<file path="src/rtl/matrix_pkg.sv">
// Shared types and widths for the 2x2 matrix-multiply job scheduler.
// Core opcodes, scheduler states and operand/result widths.
package matrix_pkg;

  localparam int indata_size = 8;
  localparam int OPND_W      = 32;
  localparam int Z_W         = 4 * indata_size;

  typedef enum logic [1:0] {
    OP_NOP    = 2'd0,
    OP_LOAD_A = 2'd1,
    OP_LOAD_B = 2'd2,
    OP_START  = 2'd3
  } core_op_e;

  typedef enum logic [2:0] {
    S_IDLE,
    S_LOAD_A,
    S_LOAD_B,
    S_START,
    S_WAIT,
    S_CAPTURE,
    S_RESP
  } sched_state_e;

endpackage

</file>
<file path="src/rtl/mm_job_scheduler_if.sv">
// Requester-side job/response bundle shared by all requesters.
// master = requesters, slave = scheduler.
interface mm_job_scheduler_if
  import matrix_pkg::*;
#(
  parameter int N_REQ = 2
) ();

  logic [N_REQ-1:0]             req_valid;
  logic [N_REQ-1:0]             req_ready;
  logic [N_REQ-1:0][OPND_W-1:0] req_a;
  logic [N_REQ-1:0][OPND_W-1:0] req_b;
  logic [N_REQ-1:0]             rsp_valid;
  logic [N_REQ-1:0]             rsp_ready;
  logic [4*Z_W-1:0]             rsp_z;

  modport master (
    output req_valid, req_a, req_b, rsp_ready,
    input  req_ready, rsp_valid, rsp_z
  );

  modport slave (
    input  req_valid, req_a, req_b, rsp_ready,
    output req_ready, rsp_valid, rsp_z
  );

endinterface

</file>
<file path="src/rtl/mm_job_scheduler_rr_arbiter.sv">
// Round-robin arbiter: searches from last grant + 1.
// Pointer moves only on advance.
module rr_arbiter #(
  parameter int N = 2
) (
  input  logic         clk,
  input  logic         reset,
  input  logic [N-1:0] req,
  input  logic         advance,
  output logic [N-1:0] grant
);

  localparam int W = (N > 1) ? $clog2(N) : 1;

  logic [W-1:0] ptr_q, ptr_d;
  logic [W:0]   sum;
  logic [W-1:0] idx;
  logic         found;

  always_comb begin
    grant = '0;
    ptr_d = ptr_q;
    found = 1'b0;
    sum   = '0;
    idx   = '0;
    for (int i = 1; i <= N; i++) begin
      sum = {1'b0, ptr_q} + (W+1)'(i);
      if (sum >= (W+1)'(N)) sum = sum - (W+1)'(N);
      idx = sum[W-1:0];
      if (!found && req[idx]) begin
        found      = 1'b1;
        grant[idx] = 1'b1;
        if (advance) ptr_d = idx;
      end
    end
  end

  // Reset to N-1 so requester 0 is searched first.
  always_ff @(posedge clk) begin
    if (reset) ptr_q <= W'(N - 1);
    else       ptr_q <= ptr_d;
  end

endmodule

</file>
<file path="src/rtl/mm_job_scheduler.sv">
// Arbitrates 2x2 matmul jobs onto one shared core and
// sequences LOAD_A/LOAD_B/START, waits, captures and responds.
module mm_job_scheduler
  import matrix_pkg::*;
#(
  parameter int N_REQ        = 2,
  parameter int CORE_LATENCY = 8
) (
  input  logic                  clk,
  input  logic                  reset,
  mm_job_scheduler_if.slave     bus,
  output logic [OPND_W-1:0]     core_cntrl,
  output logic [OPND_W-1:0]     core_fetch,
  input  logic signed [Z_W-1:0] core_z11,
  input  logic signed [Z_W-1:0] core_z12,
  input  logic signed [Z_W-1:0] core_z21,
  input  logic signed [Z_W-1:0] core_z22,
  output logic                  busy
);

  localparam int OW = $clog2(N_REQ);
  localparam int CW = $clog2(CORE_LATENCY + 1);

  sched_state_e        state_q, state_d;
  logic [CW-1:0]       cnt_q, cnt_d;
  logic [OW-1:0]       own_q, own_d;
  logic [OPND_W-1:0]   a_q, a_d, b_q, b_d;
  logic [OPND_W-1:0]   cntrl_q, cntrl_d;
  logic [OPND_W-1:0]   fetch_q, fetch_d;
  logic [4*Z_W-1:0]    z_q, z_d;
  logic [N_REQ-1:0]    grant, arb_req;
  logic                idle, hs;
  core_op_e            op_d;

  assign idle    = (state_q == S_IDLE);
  assign arb_req = idle ? bus.req_valid : '0;
  assign hs      = |grant;

  rr_arbiter #(.N(N_REQ)) u_arb (
    .clk     (clk),
    .reset   (reset),
    .req     (arb_req),
    .advance (hs),
    .grant   (grant)
  );

  assign bus.req_ready = grant;
  assign bus.rsp_valid = (state_q == S_RESP)
                       ? ({{(N_REQ-1){1'b0}}, 1'b1} << own_q)
                       : '0;
  assign bus.rsp_z     = z_q;
  assign core_cntrl    = cntrl_q;
  assign core_fetch    = fetch_q;
  assign busy          = !idle;

  always_ff @(posedge clk) begin
    if (reset) begin
      state_q <= S_IDLE;
      cnt_q   <= '0;
    end else begin
      state_q <= state_d;
      cnt_q   <= cnt_d;
    end
  end

  always_comb begin
    state_d = state_q;
    cnt_d   = cnt_q;
    unique case (state_q)
      S_IDLE:    if (hs) state_d = S_LOAD_A;
      S_LOAD_A:  state_d = S_LOAD_B;
      S_LOAD_B:  state_d = S_START;
      S_START: begin
        state_d = S_WAIT;
        cnt_d   = '0;
      end
      S_WAIT: begin
        if (cnt_q == CW'(CORE_LATENCY - 1)) state_d = S_CAPTURE;
        else cnt_d = cnt_q + 1'b1;
      end
      S_CAPTURE: state_d = S_RESP;
      S_RESP:    if (bus.rsp_ready[own_q]) state_d = S_IDLE;
      default:   state_d = S_IDLE;
    endcase
  end

  // Command word is registered from the next state so it lines up
  // with the state it belongs to.
  always_comb begin
    own_d = own_q;
    a_d   = a_q;
    b_d   = b_q;
    z_d   = z_q;
    for (int i = 0; i < N_REQ; i++) begin
      if (grant[i]) begin
        own_d = OW'(i);
        a_d   = bus.req_a[i];
        b_d   = bus.req_b[i];
      end
    end
    if (state_q == S_CAPTURE)
      z_d = {core_z22, core_z21, core_z12, core_z11};
    unique case (state_d)
      S_LOAD_A: op_d = OP_LOAD_A;
      S_LOAD_B: op_d = OP_LOAD_B;
      S_START:  op_d = OP_START;
      default:  op_d = OP_NOP;
    endcase
    cntrl_d = {{(OPND_W-2){1'b0}}, op_d};
    fetch_d = (op_d == OP_LOAD_A) ? a_d
            : (op_d == OP_LOAD_B) ? b_d
            : '0;
  end

  always_ff @(posedge clk) begin
    if (reset) begin
      own_q   <= '0;
      a_q     <= '0;
      b_q     <= '0;
      z_q     <= '0;
      cntrl_q <= '0;
      fetch_q <= '0;
    end else begin
      own_q   <= own_d;
      a_q     <= a_d;
      b_q     <= b_d;
      z_q     <= z_d;
      cntrl_q <= cntrl_d;
      fetch_q <= fetch_d;
    end
  end

endmodule
</file>
<file path="src/flat_wrapper.sv">
// flat-port wrapper written by rule: the top's interface ports become plain ports
module mm_job_scheduler_flat import matrix_pkg::*;
#(
  parameter int N_REQ        = 2,
  parameter int CORE_LATENCY = 8
)
  (clk, reset, core_cntrl, core_fetch, core_z11, core_z12, core_z21, core_z22, busy, bus_req_valid, bus_req_a, bus_req_b, bus_rsp_ready, bus_req_ready, bus_rsp_valid, bus_rsp_z);
  mm_job_scheduler_if #(.N_REQ(N_REQ)) bus_i ();
  input  logic clk;
  input  logic reset;
  output logic [OPND_W-1:0] core_cntrl;
  output logic [OPND_W-1:0] core_fetch;
  input  logic signed [Z_W-1:0] core_z11;
  input  logic signed [Z_W-1:0] core_z12;
  input  logic signed [Z_W-1:0] core_z21;
  input  logic signed [Z_W-1:0] core_z22;
  output logic busy;
  input wire logic [$bits(bus_i.req_valid)-1:0] bus_req_valid;
  input wire logic [$bits(bus_i.req_a)-1:0] bus_req_a;
  input wire logic [$bits(bus_i.req_b)-1:0] bus_req_b;
  input wire logic [$bits(bus_i.rsp_ready)-1:0] bus_rsp_ready;
  output wire logic [$bits(bus_i.req_ready)-1:0] bus_req_ready;
  output wire logic [$bits(bus_i.rsp_valid)-1:0] bus_rsp_valid;
  output wire logic [$bits(bus_i.rsp_z)-1:0] bus_rsp_z;
  assign bus_i.req_valid = bus_req_valid;
  assign bus_i.req_a = bus_req_a;
  assign bus_i.req_b = bus_req_b;
  assign bus_i.rsp_ready = bus_rsp_ready;
  assign bus_req_ready = bus_i.req_ready;
  assign bus_rsp_valid = bus_i.rsp_valid;
  assign bus_rsp_z = bus_i.rsp_z;
  mm_job_scheduler #(.N_REQ(N_REQ), .CORE_LATENCY(CORE_LATENCY)) u_core (.clk(clk), .reset(reset), .bus(bus_i), .core_cntrl(core_cntrl), .core_fetch(core_fetch), .core_z11(core_z11), .core_z12(core_z12), .core_z21(core_z21), .core_z22(core_z22), .busy(busy));
endmodule
</file>
<file path="config.mk">
export PLATFORM = sky130hd
export DESIGN_NAME = mm_job_scheduler_flat
export DESIGN_NICKNAME = d
export VERILOG_FILES = /design/src/rtl/matrix_pkg.sv /design/src/rtl/mm_job_scheduler_if.sv /design/src/rtl/mm_job_scheduler_rr_arbiter.sv /design/src/rtl/mm_job_scheduler.sv /design/src/flat_wrapper.sv
export SDC_FILE = /design/constraint.sdc
export NUM_CORES = 1
export LEC_CHECK = 0
export ABC_CLOCK_PERIOD_IN_PS = 4600
export BUFFER_PORTS_ARGS = -buffer_cell sky130_fd_sc_hd__buf_2
export CORE_AREA = 2 2 180 182
export CTS_BUF_LIST = sky130_fd_sc_hd__clkbuf_8 sky130_fd_sc_hd__clkbuf_16
export CTS_CLUSTER_DIAMETER = 30
export DETAILED_ROUTE_END_ITERATION = 8
export DIE_AREA = 0 0 182 184
export PLACE_DENSITY = 0.62
export REMOVE_ABC_BUFFERS = 1
export SLEW_MARGIN = 20
export SYNTH_ARGS = -nofsm -noshare
export SYNTH_HDL_FRONTEND = slang
export SYNTH_HIERARCHICAL = 1
export SYNTH_SLANG_ARGS = --single-unit
</file>
<file path="constraint.sdc">
create_clock -name clk -period 4.6 [get_ports clk]
set_input_delay 0.23 -clock clk [delete_from_list [all_inputs] [get_ports clk]]
set_output_delay 0.23 -clock clk [all_outputs]
set_load 0.03 [all_outputs]
</file>
# ---- Word-level counts from Yosys, hierarchy flattened
# Cells that the tools add are included.
dict set report classes {
  addsub 5
  order_cmp 7
  eq_ne 13
  shifts 1
  muxes 36
  n_bitwise 1
  reduce_logical 10
}
# operator n
set ops {}
lappend ops {{two-way mux 32 bit} 6}
lappend ops {{one-hot mux 3 bit (7 select lines)} 1}
lappend ops {{two-way mux 1 bit} 17}
lappend ops {{equality test 3 x 2 -> 1 bit, second input constant} 4}
lappend ops {{equality test 3 bit, second input constant} 3}
lappend ops {{two-way mux 3 bit} 3}
lappend ops {{two-way mux 2 bit} 4}
lappend ops {{one-hot mux 4 bit (2 select lines)} 1}
lappend ops {{equality test 3 x 1 -> 1 bit, second input constant} 2}
lappend ops {{< comparator 1 x 2 -> 1 bit, second input constant} 3}
lappend ops {{one-hot mux 2 bit (3 select lines)} 1}
lappend ops {{adder 4 x 1 -> 4 bit, second input constant} 1}
lappend ops {{equality test 4 x 3 -> 1 bit, second input constant} 1}
lappend ops {{>= comparator 2 bit, second input constant} 2}
lappend ops {{two-way mux 4 bit} 1}
lappend ops {{nonzero test 2 bit} 2}
lappend ops {{logical AND 1 bit} 3}
lappend ops {{zero test 3 bit} 1}
lappend ops {{adder 1 x 1 -> 2 bit, second input constant} 1}
lappend ops {{adder 1 x 2 -> 2 bit, second input constant} 1}
lappend ops {{demux 1 bit (select 1 bit)} 2}
lappend ops {{equality test 2 x 1 -> 1 bit, second input constant} 1}
lappend ops {{equality test 2 bit, second input constant} 1}
lappend ops {{>= comparator 1 bit, second input constant} 2}
lappend ops {{other kinds (7)} 9}
dict set report word_totals {
  ff_bits 265
  input_bits 262
  out_inout_bits 197
  wordCells 83
}

# ---- Depth between registers and ports, before layout
dict set report depth {
  depth_word 18
  depth_mapped 9
  depth_no_buf 6
}

# ---- Hierarchy
# The synthesis kept the hierarchy.
# mod n_inst cells_per_inst area_per_inst_um2 seq_area_each_um2
set modules_own_cells {}
lappend modules_own_cells {mm_job_scheduler 1 1001 8939.8 4684.5}
lappend modules_own_cells {rr_arbiter 1 7 61.3 20.0}

# ---- Worst setup path after synthesis
# No wires, ideal clock.
dict set report synth_timing {
  kind {register -> register}
  startpoint {register u_core.state_q[0]}
  endpoint {register u_core.fetch_q[27] (netlist: u_core/core_fetch[27])}
  setup_ns 0.134
  arrival_time_ns 3.015
  t_required_ns 4.466
  path_slack_ns 1.451
  path_stages_with_launch 10
  n_path_buf 3
  synth_period_minus_slack_ns 3.149
  path_cell_list {dfxtp_1 -> clkbuf_1 -> nor3_1 -> and2_1 -> a21boi_0 -> clkbuf_1 -> buf_2 -> mux2_2 -> mux2i_1 -> o22ai_1}
}
dict set report synth_via {
  elab_chain_len 16
  word_cells_on_any_way 35
  classes_between {eq/ne: 11; mux: 19; bitwise: 1; reduce/logical: 4}
}
# item line_no
set synth_lines {}
lappend synth_lines {{start: declaration} mm_job_scheduler.sv:24} ;# sched_state_e state_q, state_d;
lappend synth_lines {{start signal: assignment} mm_job_scheduler.sv:61} ;# state_q <= state_d;
lappend synth_lines {{zero test 3 bit (*)} mm_job_scheduler.sv:35} ;# assign idle = (state_q == S_IDLE);
lappend synth_lines {{two-way mux 2 bit (*)} mm_job_scheduler.sv:36} ;# assign arb_req = idle ? bus.req_valid : '0;
lappend synth_lines {{via u_core.arb_req[0]} mm_job_scheduler.sv:31} ;# logic [N_REQ-1:0] grant, arb_req;
lappend synth_lines {{two-way mux 1 bit (not written as such) (2 in series)} mm_job_scheduler_rr_arbiter.sv:30} ;# if (!found && req[idx]) begin
lappend synth_lines {{two-way mux 1 bit} mm_job_scheduler_rr_arbiter.sv:30}
lappend synth_lines {{zero test 1 bit} mm_job_scheduler_rr_arbiter.sv:30}
lappend synth_lines {{logical AND 1 bit} mm_job_scheduler_rr_arbiter.sv:30}
lappend synth_lines {{two-way mux 2 bit (*)} mm_job_scheduler_rr_arbiter.sv:30}
lappend synth_lines {{via bus_req_ready[0]} flat_wrapper.sv:22} ;# output wire logic [$bits(bus_i.req_ready)-1:0] bus_req_ready;
lappend synth_lines {{OR reduction 2 bit} mm_job_scheduler.sv:37} ;# assign hs = |grant;
lappend synth_lines {{two-way mux 3 bit} mm_job_scheduler.sv:70} ;# S_IDLE: if (hs) state_d = S_LOAD_A;
lappend synth_lines {{one-hot mux 3 bit (7 select lines)} mm_job_scheduler.sv:69} ;# unique case (state_q)
lappend synth_lines {{equality test 3 x 2 -> 1 bit / equality test 3 x 1 -> 1 bit (equally long branches)} mm_job_scheduler.sv:103} ;# unique case (state_d)
lappend synth_lines {{one-hot mux 2 bit (3 select lines)} mm_job_scheduler.sv:103}
lappend synth_lines {{equality test 2 bit} mm_job_scheduler.sv:111} ;# : (op_d == OP_LOAD_B) ? b_d
lappend synth_lines {{two-way mux 32 bit} mm_job_scheduler.sv:111}
lappend synth_lines {{two-way mux 32 bit (*)} mm_job_scheduler.sv:110} ;# fetch_d = (op_d == OP_LOAD_A) ? a_d
lappend synth_lines {{end signal: assignment} mm_job_scheduler.sv:129} ;# fetch_q <= fetch_d;
lappend synth_lines {{end: declaration} mm_job_scheduler.sv:29} ;# logic [OPND_W-1:0] fetch_q, fetch_d;
# Mark *: on every way through the listed nets, which the timed path passes. The rest lies on a longest branch. The select of a mux whose other input is x is not followed.
# A chain may end at the register's enable or synchronous reset.

# ---- Worst setup path after layout
dict set report layout_timing {
  startpoint {register u_core.state_q[0]}
  endpoint {output bus_req_ready[1]}
}
dict set report layout_via {
  elab_chain_len 8
  word_cells_on_any_way 12
  classes_between {mux: 8; bitwise: 1; reduce/logical: 3}
}
# item line_no
set layout_lines {}
lappend layout_lines {{zero test 3 bit (*)} mm_job_scheduler.sv:35}
lappend layout_lines {{two-way mux 2 bit (*)} mm_job_scheduler.sv:36}
lappend layout_lines {{via u_core.arb_req[1]} mm_job_scheduler.sv:31}
lappend layout_lines {{two-way mux 1 bit (not written as such) (2 in series)} mm_job_scheduler_rr_arbiter.sv:30}
lappend layout_lines {{two-way mux 1 bit} mm_job_scheduler_rr_arbiter.sv:30}
lappend layout_lines {{zero test 1 bit} mm_job_scheduler_rr_arbiter.sv:30}
lappend layout_lines {{logical AND 1 bit} mm_job_scheduler_rr_arbiter.sv:30}
lappend layout_lines {{two-way mux 2 bit (*)} mm_job_scheduler_rr_arbiter.sv:30}
lappend layout_lines {{end: declaration} flat_wrapper.sv:22}
# Marks and branches as above.

==> metrics.csv <==
stage,metric,value,unit
critical_path,reg2reg_from,u_core/state_q[0],
place,io_buffers,428,
layout,area_growth,71.88,%
cts,numCtsBuffers,57,
min_path,hold_path_class,in -> reg,
floorplan,die_w,182,µm
sta,min_period,2927,ps
routing,via_count,9516,
yosys,netlist_instances,1008,
min_path,hp-start,bus_req_b[5],
critical_path,r2r_cells,7,
critical_path,crit_path_end_kind,output pin,
yosys,ys.flop_type,dfxtp_1,
sta,finClkSkew,15.36,ps
yosys,async_flop_share,0,
cts,clk_pin_slew,40,ps
sta,relSlewSlack,0.3457,
global_routing,grt_pass1_vias,9817,
sta,whs,60.12,ps
cts,postCtsSetupRepairBufs,0,
cts,cts_resized,0,
global_routing,grt-ovfl-total,0,
floorplan,initial_core_util,0.2867,
floorplan,die_h,184,µm
sta,fmax,341.6,MHz
yosys,synth_top_area_frac,0.5227,
global_routing,antenna_found_initial,2,
cts,cts_hold_buf,192,
pwr,ir_worst_vdd,0.3101,mV
layout,finalCoreUtilization,0.4928,
sta,setup_violations,0,
run_status,status,"complete, no violations",
critical_path,worst_setup_path_start_kind,flip-flop,
global_routing,grt_usage,0.1904,
pwr,power,9.087,mW
sta,slew_violations,0,
yosys,ys_seq_area_frac,0.5227,
floorplan,coreArea,31390,µm²
cts,cts_tree,yes,
cts,cts_buffer_depth,3,
yosys,ys_warn_count,6,
floorplan,dieArea,33490,µm²
routing,drc,0,
cts,cts_sinks,235,
cts,clock_latency,560,ps
yosys,synth_edf_count,0,
layout,fin_nets,1882,
place,dp_hpwl,20010,µm
global_routing,grt_max_degree,129,
routing,routed_wl,33000,µm
routing,detail_route.iter0.violations,520,
routing,post_drt_via_cell_ratio,4.595,
place,placedInstanceArea,11380,µm²
critical_path,arrival,2700,ps
floorplan,rows,65,
cts,cts-root-buf,clkbuf_16,
critical_path,r2r_end,u_core/core_cntrl[0],
pwr,power.density,587.3,nW/µm²
place,gp_congestion,0.8363,
yosys,yosysUniqueCellTypes,36,
yosys,yosys.area.top_type,dfxtp_1,
layout,drive_above_1_share,0.3647,
sta,tightest_slew,981.4,ps
min_path,whs_path_depth,4,
yosys,synth.avg_cell_area,8.930,µm²
sta,final-hold-violation-count,0,
global_routing,grt_pass1_wl,50780,µm
layout,finish.instance_area,15470,µm²
sta,tns,0,ps
run,drv_cap,0,
floorplan,io-pin-count,459,
yosys,netlist_area,9001,µm²
critical_path,required,4370,ps
yosys,yosys-top-cells-area,"dfxtp_1, nand2_1, mux2_2",
routing,dr.pass1.iters,5,
critical_path,r2r_slack,1970,ps
critical_path,path_max_fanout,64,
pwr,p_leak,6.975,nW
sta,min_period_over_period,0.6364,
cts,htreeDepth,2,
yosys,synth-seq-cells,235,
sta,rsz0062_at_grt,no,
min_path,hold_end,u_core/b_q[5],
critical_path,crit_type,reg -> out,
routing,ant_nets,0,
routing,wl_per_cell,15.93,µm
-- power breakdown --
group          internal (mW)  switching (mW)  total, mW  leakage (nW)
sequential              2.37           0.117       2.48          1.91
clock                   3.21            1.23       4.44          1.08
combinational          0.945            1.22       2.17          3.98
total                   6.52            2.57       9.09          6.97
-- per-layer routing --
layer | GRT usage | part of all wire | vias to the layer above
met3 | 0.04655 | 0.065 | 99
li1 | - | - | 4561
met1 | 0.2166 | 0.39 | 4429
met2 | 0.3253 | 0.50 | 427
met4 | 0.1119 | 0.041 | 0
met5 | 0 | 0 | -
-- worst max-delay path: stages (launching register included) --
cell and delay, ps:
dfxtp_1 410, nor3_1 310, and2_1 290, a21boi_4 330, buf_12 400, buf_2 290
-- synthesized netlist by cell type, drive strengths merged, types with 2 or more instances --
library cell,instances
or3,2
and2,2
o22ai,32
and3b,3
mux2,65
mux2i,64
clkbuf,54
inv,3
and3,2
dfxtp,235
buf,51
a21boi,2
nand2b,2
nand2,258
nand3,3
nand3b,3
nor2,69
nor3,5
nor2b,2
o21ai,3
a21oi,135
-- how the worst max path moves through the flow --
stage	from	end	depth (start not counted)
global route	u_core/state_q[0]	bus_req_ready[1]	5
finish	u_core/state_q[0]	bus_req_ready[1]	5
CTS	u_core/state_q[0]	bus_req_ready[1]	5
detailed placement	u_core/state_q[0]	u_core/core_cntrl[0]	7
floorplan	u_core/state_q[1]	u_core/core_fetch[26]	6
global placement	u_core/state_q[0]	u_core/core_cntrl[0]	7
-- through the flow --
stage | worst slack (ps) | cells
floorplan | -5225 | 932
detailed placement | 1921 | 1770
CTS | 1655 | 2069
global route | 1502 | 2071
global placement | 1924 | 1770
finish | 1673 | 2071
-- final cells by class --
type                    count  area [µm²]
fillers                  2810       15920
flip-flops and latches    235        4705
repair buffers            628        4180
multi-input cells         694        3902
clock buffers              70        1628
clock inverters            37       536.8
well taps                 402       503.0
inverters                   3       11.26
diodes                      2       5.005
-- registers in the layout, indices dropped and copies added, names as in the netlist --
| signal | cells |
|---|---|
| u_core/a_q | 32 |
| u_core/core_fetch | 32 |
| u_core/b_q | 32 |
| u_core/own_q | 1 |
| u_core/core_cntrl | 2 |
| u_core/u_arb/ptr_q | 1 |
| u_core/cnt_q | 4 |
| u_core/bus.rsp_z | 128 |
| u_core/state_q | 3 |
-- layout by cell type, fill, tap and decap left out, types with 3 or more instances in the layout --
master         synthesis  layout
buf_12                 0       4
dfxtp_1              235     235
mux2i_1               64      64
mux2_2                65      65
inv_1                  3       9
bufinv_16              0      13
clkinv_4               0       6
buf_4                 30       4
nand3b_1               3       3
nand3_1                3       3
nand2_1              258     258
nor2_1                69      69
clkbuf_8               0      11
o22ai_1               32      32
dlygate4sd3_1          0     192
clkbuf_16              0      59
nor3_1                 5       5
o21ai_0                3       3
buf_2                  9     427
conb_1                 1      30
a21oi_1              135     135
clkinv_2               0       8
clkinvlp_4             0       3
-- cell families (layout without fill, tap and decap cells) --
logic type	after synthesis	in the layout	share of synthesized area
fa+ha+maj	1	1	0.001390
mux	129	129	0.1525
flops	235	235	0.5227
compound gates	178	178	0.1070
buf+inv	108	738	0.05880
simple gates	356	356	0.1572
other cells	1	32	0.0004166
Power figures use the tool's default switching activity.
